File: src/rtl/jtframe_pulse_stretch_if.sv
`default_nettype none
// ============================================================================
// Module   : jtframe_pulse_stretch_if
// Brief    : Control, trigger and status bundle for the pulse stretcher.
// Revision : 1.0 - initial release
// ============================================================================
interface jtframe_pulse_stretch_if #(
  parameter int CH = 4,
  parameter int W  = 14
);
  logic          cen;
  logic          retrig;
  logic [W-1:0]  len;
  logic [W-1:0]  gap;
  logic [CH-1:0] pulse_in;
  logic [CH-1:0] pulse_out;
  logic [CH-1:0] busy;
  logic          any_out;

  modport master (
    output cen, retrig, len, gap, pulse_in,
    input  pulse_out, busy, any_out
  );

  modport slave (
    input  cen, retrig, len, gap, pulse_in,
    output pulse_out, busy, any_out
  );
endinterface
`default_nettype wire

File: src/rtl/jtframe_pulse_stretch.sv
`default_nettype none
// ============================================================================
// Module   : jtframe_pulse_stretch
// Brief    : Multi-channel pulse stretcher with retrigger and hold-off window.
// Revision : 1.0 - initial release
// ============================================================================
module jtframe_pulse_stretch #(
  parameter int CH      = 4,
  parameter int W       = 14,
  parameter int SYNC    = 2,
  parameter int EDGE    = 0,
  parameter int INIT_ON = 0
) (
  input  wire                    clk,
  input  wire                    rst,
  jtframe_pulse_stretch_if.slave bus
);

  localparam logic [W-1:0] c_CNT_ONES = {W{1'b1}};
  localparam logic [W-1:0] c_CNT_ZERO = {W{1'b0}};
  localparam logic [W-1:0] c_CNT_ONE  = {{(W-1){1'b0}}, 1'b1};
  localparam logic         c_INIT     = (INIT_ON != 0);

  typedef enum logic [1:0] {
    ST_IDLE   = 2'd0,
    ST_ACTIVE = 2'd1,
    ST_HOLD   = 2'd2
  } state_t;

  localparam state_t c_ST_RST = (INIT_ON != 0) ? ST_ACTIVE : ST_IDLE;

  logic [CH-1:0] w_s;
  logic [CH-1:0] r_s_d;
  logic [CH-1:0] w_trig;
  logic [CH-1:0] w_nxt_active;
  logic          r_any;

  generate
    if (SYNC > 0) begin : g_sync
      logic [CH-1:0] r_sync [SYNC];

      always_ff @(posedge clk or posedge rst) begin
        if (rst) begin
          for (int i = 0; i < SYNC; i++) r_sync[i] <= '0;
        end else begin
          r_sync[0] <= bus.pulse_in;
          for (int i = 1; i < SYNC; i++) r_sync[i] <= r_sync[i-1];
        end
      end

      assign w_s = r_sync[SYNC-1];
    end else begin : g_nosync
      assign w_s = bus.pulse_in;
    end
  endgenerate

  always_ff @(posedge clk or posedge rst) begin
    if (rst) r_s_d <= '0;
    else     r_s_d <= w_s;
  end

  assign w_trig = (EDGE != 0) ? (w_s & ~r_s_d) : w_s;

  generate
    for (genvar g = 0; g < CH; g++) begin : g_ch
      state_t       r_state;
      state_t       w_state_nxt;
      logic [W-1:0] r_cnt;
      logic [W-1:0] w_cnt_nxt;
      logic         r_pulse;
      logic         r_busy;

      // Retrigger outranks expiry; expiry is evaluated every clk regardless of cen.
      always_comb begin
        w_state_nxt = r_state;
        w_cnt_nxt   = r_cnt;
        case (r_state)
          ST_IDLE: begin
            if (w_trig[g]) begin
              w_state_nxt = ST_ACTIVE;
              w_cnt_nxt   = bus.len;
            end
          end
          ST_ACTIVE: begin
            if (w_trig[g] && bus.retrig) begin
              w_cnt_nxt = bus.len;
            end else if (r_cnt == c_CNT_ZERO) begin
              if (bus.gap != c_CNT_ZERO) begin
                w_state_nxt = ST_HOLD;
                w_cnt_nxt   = bus.gap;
              end else begin
                w_state_nxt = ST_IDLE;
              end
            end else if (bus.cen) begin
              w_cnt_nxt = r_cnt - c_CNT_ONE;
            end
          end
          ST_HOLD: begin
            if (r_cnt == c_CNT_ZERO) begin
              w_state_nxt = ST_IDLE;
            end else if (bus.cen) begin
              w_cnt_nxt = r_cnt - c_CNT_ONE;
            end
          end
          default: begin
            w_state_nxt = ST_IDLE;
            w_cnt_nxt   = c_CNT_ZERO;
          end
        endcase
      end

      always_ff @(posedge clk or posedge rst) begin
        if (rst) begin
          r_state <= c_ST_RST;
          r_cnt   <= c_INIT ? c_CNT_ONES : c_CNT_ZERO;
          r_pulse <= c_INIT;
          r_busy  <= c_INIT;
        end else begin
          r_state <= w_state_nxt;
          r_cnt   <= w_cnt_nxt;
          r_pulse <= (w_state_nxt == ST_ACTIVE);
          r_busy  <= (w_state_nxt != ST_IDLE);
        end
      end

      assign w_nxt_active[g]  = (w_state_nxt == ST_ACTIVE);
      assign bus.pulse_out[g] = r_pulse;
      assign bus.busy[g]      = r_busy;
    end
  endgenerate

  always_ff @(posedge clk or posedge rst) begin
    if (rst) r_any <= c_INIT;
    else     r_any <= |w_nxt_active;
  end

  assign bus.any_out = r_any;

endmodule
`default_nettype wire

File: src/flat_wrapper.sv
// flat-port wrapper written by rule: the top's interface ports become plain ports
module jtframe_pulse_stretch_flat 
#(
  parameter int CH      = 4,
  parameter int W       = 14,
  parameter int SYNC    = 2,
  parameter int EDGE    = 0,
  parameter int INIT_ON = 0
)
  (clk, rst, bus_cen, bus_retrig, bus_len, bus_gap, bus_pulse_in, bus_pulse_out, bus_busy, bus_any_out);
  jtframe_pulse_stretch_if #(.CH(CH), .W(W)) bus_i ();
  input  wire clk;
  input  wire rst;
  input wire logic [$bits(bus_i.cen)-1:0] bus_cen;
  input wire logic [$bits(bus_i.retrig)-1:0] bus_retrig;
  input wire logic [$bits(bus_i.len)-1:0] bus_len;
  input wire logic [$bits(bus_i.gap)-1:0] bus_gap;
  input wire logic [$bits(bus_i.pulse_in)-1:0] bus_pulse_in;
  output wire logic [$bits(bus_i.pulse_out)-1:0] bus_pulse_out;
  output wire logic [$bits(bus_i.busy)-1:0] bus_busy;
  output wire logic [$bits(bus_i.any_out)-1:0] bus_any_out;
  assign bus_i.cen = bus_cen;
  assign bus_i.retrig = bus_retrig;
  assign bus_i.len = bus_len;
  assign bus_i.gap = bus_gap;
  assign bus_i.pulse_in = bus_pulse_in;
  assign bus_pulse_out = bus_i.pulse_out;
  assign bus_busy = bus_i.busy;
  assign bus_any_out = bus_i.any_out;
  jtframe_pulse_stretch #(.CH(CH), .W(W), .SYNC(SYNC), .EDGE(EDGE), .INIT_ON(INIT_ON)) u_core (.clk(clk), .rst(rst), .bus(bus_i));
endmodule
File: config.mk
export PLATFORM = sky130hd
export DESIGN_NAME = jtframe_pulse_stretch_flat
export DESIGN_NICKNAME = d
export VERILOG_FILES = /design/src/rtl/jtframe_pulse_stretch_if.sv /design/src/rtl/jtframe_pulse_stretch.sv /design/src/flat_wrapper.sv
export SDC_FILE = /design/constraint.sdc
export NUM_CORES = 1
export LEC_CHECK = 0
export ABC_AREA = 1
export CAP_MARGIN = 20
export CORE_MARGIN = 1
export CORE_UTILIZATION = 60
export CTS_CLUSTER_SIZE = 25
export DETAILED_ROUTE_END_ITERATION = 10
export GPL_TIMING_DRIVEN = 1
export HOLD_SLACK_MARGIN = 0.03
export PLACE_DENSITY_LB_ADDON = 0.2
export SLEW_MARGIN = 20
export SYNTH_ARGS = -nofsm -noshare
export SYNTH_HDL_FRONTEND = slang
export SYNTH_SLANG_ARGS = --single-unit
File: constraint.sdc
create_clock -name clk -period 7.5 [get_ports clk]
set_input_delay 2.25 -clock clk [delete_from_list [all_inputs] [get_ports clk]]
set_output_delay 2.25 -clock clk [all_outputs]
set_load 0.02 [all_outputs]
# == Yosys cells after proc, flatten, opt, wreduce, memory -nomap -nowiden ==
# Cells that the tools add are included.
# W data, S select, Z words.
# op_classes
n_addsub,4
n_mul,0
div_mod_pow,0
order_cmp,0
eq_ne,24
n_shift,0
mux,46
n_bitwise,0
n_reduce_logical,22
# ops
operator,count
$mux W14,21
$pmux W14 S3,4
$logic_not A14 Y1,4
$sub A14 B1 Y14 const B,4
$mux W2,17
$pmux W2 S3,4
$eq A2 B1 Y1 const B,8
$reduce_bool A14 Y1,1
$ne A4 B2 Y1 const B,3
$reduce_and A3 Y1,4
$eq A2 B2 Y1 const B,4
$logic_not A2 Y1,4
$ne A2 B1 Y1 const B,4
$ne A2 B2 Y1 const B,4
$reduce_bool A2 Y1,4
$logic_and A1 B1 Y1,4
$ne A4 B3 Y1 const B,1
$reduce_or A4 Y1,1
# totals
register_bits,81
latch_bits,0
mem_bits_rw,0
mem_bits_ro,0
input_bits,36
out_inout_bits,9
word_cells,115
n_memories,0

# == Logic depth before layout (Yosys ltp) ==
# logic_depth
depth_word,7
ltp_mapped,14
mapped_depth_nobuf,14

# == Least setup slack after synthesis ==
# Ideal clock, no wire load.
# synth_timing
path_type,input to register
from,input port bus_cen
to,register u_core.g_ch[2].r_cnt[11]
setup_ns,0.117
arrival_ns,3.290
required_time_ns,7.383
slack_ns,4.093
stages,11
path_buffers,2
path_cell_list,buf_4 > buf_4 > nand3_1 > nor2_4 > nand3_1 > nand2_1 > nand2_1 > a21oi_1 > nand2_1 > nand2_1 > nand2_1
# synth_between
elab_chain_cells,4
word_cells_on_any_way,5
cone_classes,mux: 5
# synth_rtl
item,line,text
"start, declared",flat_wrapper.sv:14,input wire logic [$bits(bus_i.cen)-1:0] bus_cen;
$mux W14 *,--,
$mux W14 (2 in series),--,
$pmux W14 S3 *,--,
"end signal, assigned",jtframe_pulse_stretch.sv:115,r_cnt <= c_INIT ? c_CNT_ONES : c_CNT_ZERO;
"end signal, assigned",jtframe_pulse_stretch.sv:120,r_cnt <= w_cnt_nxt;
"end, declared",jtframe_pulse_stretch.sv:68,logic [W-1:0] r_cnt;
# Mark *: on every way between the ends. The rest lies on a longest branch, timed or not. The select of a mux whose other input is x is not followed.
# A chain may end at the register's enable or synchronous reset.

# == Worst setup path after layout ==
# layout_timing
from,input port bus_cen
to,register u_core.g_ch[0].r_cnt[13]
# layout_between
elab_chain_cells,4
word_cells_on_any_way,5
cone_classes,mux: 5
# layout_rtl
item,line
$mux W14 *,--
$mux W14 (2 in series),--
$pmux W14 S3 *,--
"end signal, assigned",jtframe_pulse_stretch.sv:115
"end signal, assigned",jtframe_pulse_stretch.sv:120
"end, declared",jtframe_pulse_stretch.sv:68
# Marks and branches as above.

==> impl_metrics.toml <==
[floorplanning]
ios = 45
start_util = 0.6269
coreArea_sq_um = 11080
die_h_microns = 109.6
die_w_microns = 109.6
dieArea_sq_um = 12010
rows = 38

[route]
wl_per_cell_microns = 17.16
ant_nets = 0
drcViolationCount = 0
viasPerCell = 5.896
vias = 7694
drtIter0Drc = 767
totalWireLength_microns = 22400
drt_first_pass_iters = 8

[timing]
slew_viol_final = 0
slew_headroom = 0.4396
worst_pin_slew_ns = 0.8375
clock_skew_ns = 0.01446
hold_viol_final = 0
hold_slack_ns = 0.3555
min_period_ns = 4.164
setup_tns_ns = 0
post-route-period-util = 0.5552
rsz0062_at_grt = "no"
setup_ws_ns = 3.336
fmax_ghz = 0.2402
setup-violations-final = 0

[place]
dp_hpwl_microns = 16130
dpl_worst_slack_ns = 3.006
io_buffers = 44
placed_cell_area_sq_um = 7400
gp_congestion = 1.043

[setup_path]
critPathLaunchType = "primary input"
cp_data_arrival_time_ns = 4.41
cp.required_ns = 7.75
crit_fanout = 16
end_kind = "flop"
cp_slowest_cell = "clkdlybuf4s50_1"
crit_chain = "clkdlybuf4s50_1 -> buf_4 -> inv_1 -> nor2_1 -> nand3_1 -> nor2_2 -> nand2_1 -> nand2_1 -> nand3_1 -> nand2_1 -> nand3_1 -> nand2_1 -> nand2_1"
crit_top_cell = "nand2_1"
cpPeakStageDelay_ns = 0.45
crit_type = "primary input to flop"

[clocking]
post_cts_buffers = 0
cts-buffers-inserted = 9
htreeDepth = 3
cts_resized = 0
clk_latency_ns = 0.36
cts_root_buf = "clkbuf_16"
cts.clk_slew.worst_paths_ns = 0.06
postCtsHoldBufs = 0
cts_tree = "built"
max-clock-path-buffers = 2
clock-sinks = 81

[power]
powerDensity_nw_per_um2 = 295.0
seq_power_share = 0.322
p_comb_frac = 0.446
switching_share = 0.4503
internal_power_mw = 1.256
ir_drop_mv = 0.2113
clkPwrFrac = 0.232
p_sw_mw = 1.029
power_leakage_nw = 3.994
totalPowerFinal_mw = 2.285

[yosys]
synth_area_sq_um = 6945
syn-num-nets = 1175
yosys_warnings = 0
synthTopCellsByArea = "dfrtp_1 29%, nand2_1 23%, inv_1 7.1%, nor2_1 6.2%, nand3_1 5.8%"
synth-seq-cells = 81
synth_top_area_cell = "dfrtp_1"
synth_top_area_share = 0.2918
yosysUniqueCellTypes = 42
avgSynthCellArea_sq_um = 6.136
yosysSeqAreaShare = 0.2918
postSynthCellCount = 1132

[cells_and_area]
syn_to_final_growth_pct = 11.53
multi_input_area_sq_um = 4172
final_area_sq_um = 7746
layout-drive-gt1-share = 0.06781
antennaDiodeCount = 0
regArea_sq_um = 2027
nNetsFinal = 1204
nFillCells = 1016

[global_route]
grt_pass1_wl_microns = 34630
grt_overflow = 0
grt_pass1_vias = 6851
antenna_found_initial = 0
grt_max_degree = 82
grt.total_usage = 0.3868

[job]
maxCapViolCount = 0

[worst_hold_path]
worstHoldPathType = "flop to flop"

[status]
run_status = "complete, no violations"
placed cells by master (no fill, tap or decap), types with 4 or more instances in the layout:
cell             Yosys  routed
nor2_1             114     114
clkbuf_16            0       9
inv_1              132     131
ha_1                 7       7
nand3_1             81      81
nand4_1             10      10
inv_2                9       9
nand2_2              8       8
clkdlybuf4s50_1      0      44
a21oi_1             67      67
o21ai_0             68      68
a22oi_1             23      23
dfrtp_1             81      81
xor2_1              15      15
nand2_1            421     421
nor2_4              10      10
nor2_2              10      10
o22ai_1              4       4
o21ai_1              6       6
cells in the mapped netlist:
cell      number
o21ai_2        3
o211ai_1       2
xor2_1        15
nand3_1       81
clkinv_4       1
nor4_1         1
buf_4         12
buf_2          4
nand2_1      421
o21ai_1        6
nand3_2        2
o22ai_1        4
inv_4          2
o21bai_1       3
a21oi_1       67
inv_1        132
a21boi_4       1
nor2_8         2
nor3_1         3
nand2_4        2
o21bai_4       1
inv_2          9
nand4_4        1
dfrtp_1       81
nor2_2        10
a211oi_1       1
a21oi_4        2
a22oi_1       23
nand3b_1       1
and2_1         1
clkinv_1       1
nand4_1       10
a21oi_2        3
a31oi_1        1
clkbuf_1      10
buf_6          4
ha_1           7
nor2_4        10
nand3_4        2
o21ai_0       68
nand2_2        8
nor2_1       114
power by group through the flow:
| stage | registers [mW] | clock network (mW) | logic [mW] |
|---|---|---|---|
| 4_1_cts | 0.731 | 0.529 | 1.00 |
| 5_1_grt | 0.752 | 0.545 | 1.16 |
| 3_3_place_gp | 0.735 | 0 | 0.966 |
| 6_report | 0.736 | 0.530 | 1.02 |
| 3_5_place_dp | 0.737 | 0 | 0.988 |
| 2_1_floorplan | 0.699 | 0 | 0.777 |
area by class of cell:
type,count,share of cell area
multi-input combinational,876,0.5385
timing repair buffer,48,0.06122
inverter,145,0.07172
tap,140,0.02261
sequential,81,0.2617
clock inverter,5,0.01341
clock buffer,10,0.03085
worst max-delay path, delay by kind of cell:
| family | cells | cell delay (ns) |
|---|---|---|
| buffers and inverters | 3 | 1.03 |
| AND/OR/NAND/NOR | 10 | 1.11 |
worst paths after layout:
check	cells past startpoint	to	start	slack, ns
min in group asynchronous	3	u_core.g_ch[3].r_cnt[5]	rst	2.41
max in group asynchronous	3	u_core.g_ch[0].r_cnt[11]	rst	4.58
min reg2reg	0	u_core.w_s[2]	u_core.g_sync.r_sync[6]	0.36
min	0	u_core.w_s[2]	u_core.g_sync.r_sync[6]	0.36
max	13	u_core.g_ch[0].r_cnt[13]	bus_cen	3.34
max reg2reg	5	u_core.g_ch[3].r_cnt[12]	u_core.g_ch[3].r_state[0]	5.12
cell families after synthesis:
logic type	share of synthesized area
flip-flops	0.2918
XOR/XNOR	0.01892
AO/OA/AOI/OAI	0.1551
adder cells (fa/ha/maj)	0.01261
buffers and inverters	0.1075
AND/OR/NAND/NOR	0.4140
sequential cells by signal, indices dropped and copies added, names as in the netlist:
name,count
u_core.g_ch.r_busy,4
u_core.g_ch.r_state,8
u_core.bus.any_out,1
u_core.g_ch.r_cnt,56
u_core.w_s,4
u_core.g_ch.r_pulse,4
u_core.g_sync.r_sync,4
per-stage QoR:
| step | instances | util |
|---|---|---|
| after floorplan | 1132 | - |
| after global placement | 1290 | 0.6679 |
| after detailed placement | 1290 | 0.6679 |
| after CTS | 1305 | 0.6989 |
| after global routing | 1305 | 0.6992 |
| final | 1305 | 0.6992 |
metal layers:
metal  up-vias  routed length, microns  global-route usage
met5         -                       0                   0
met4         0                    1088              0.1829
met3        97                    2400             0.06935
met2       470                    9764              0.6105
met1      3469                    9146              0.5137
li1       3658                       -                   -
Power figures use the tool's default switching activity.
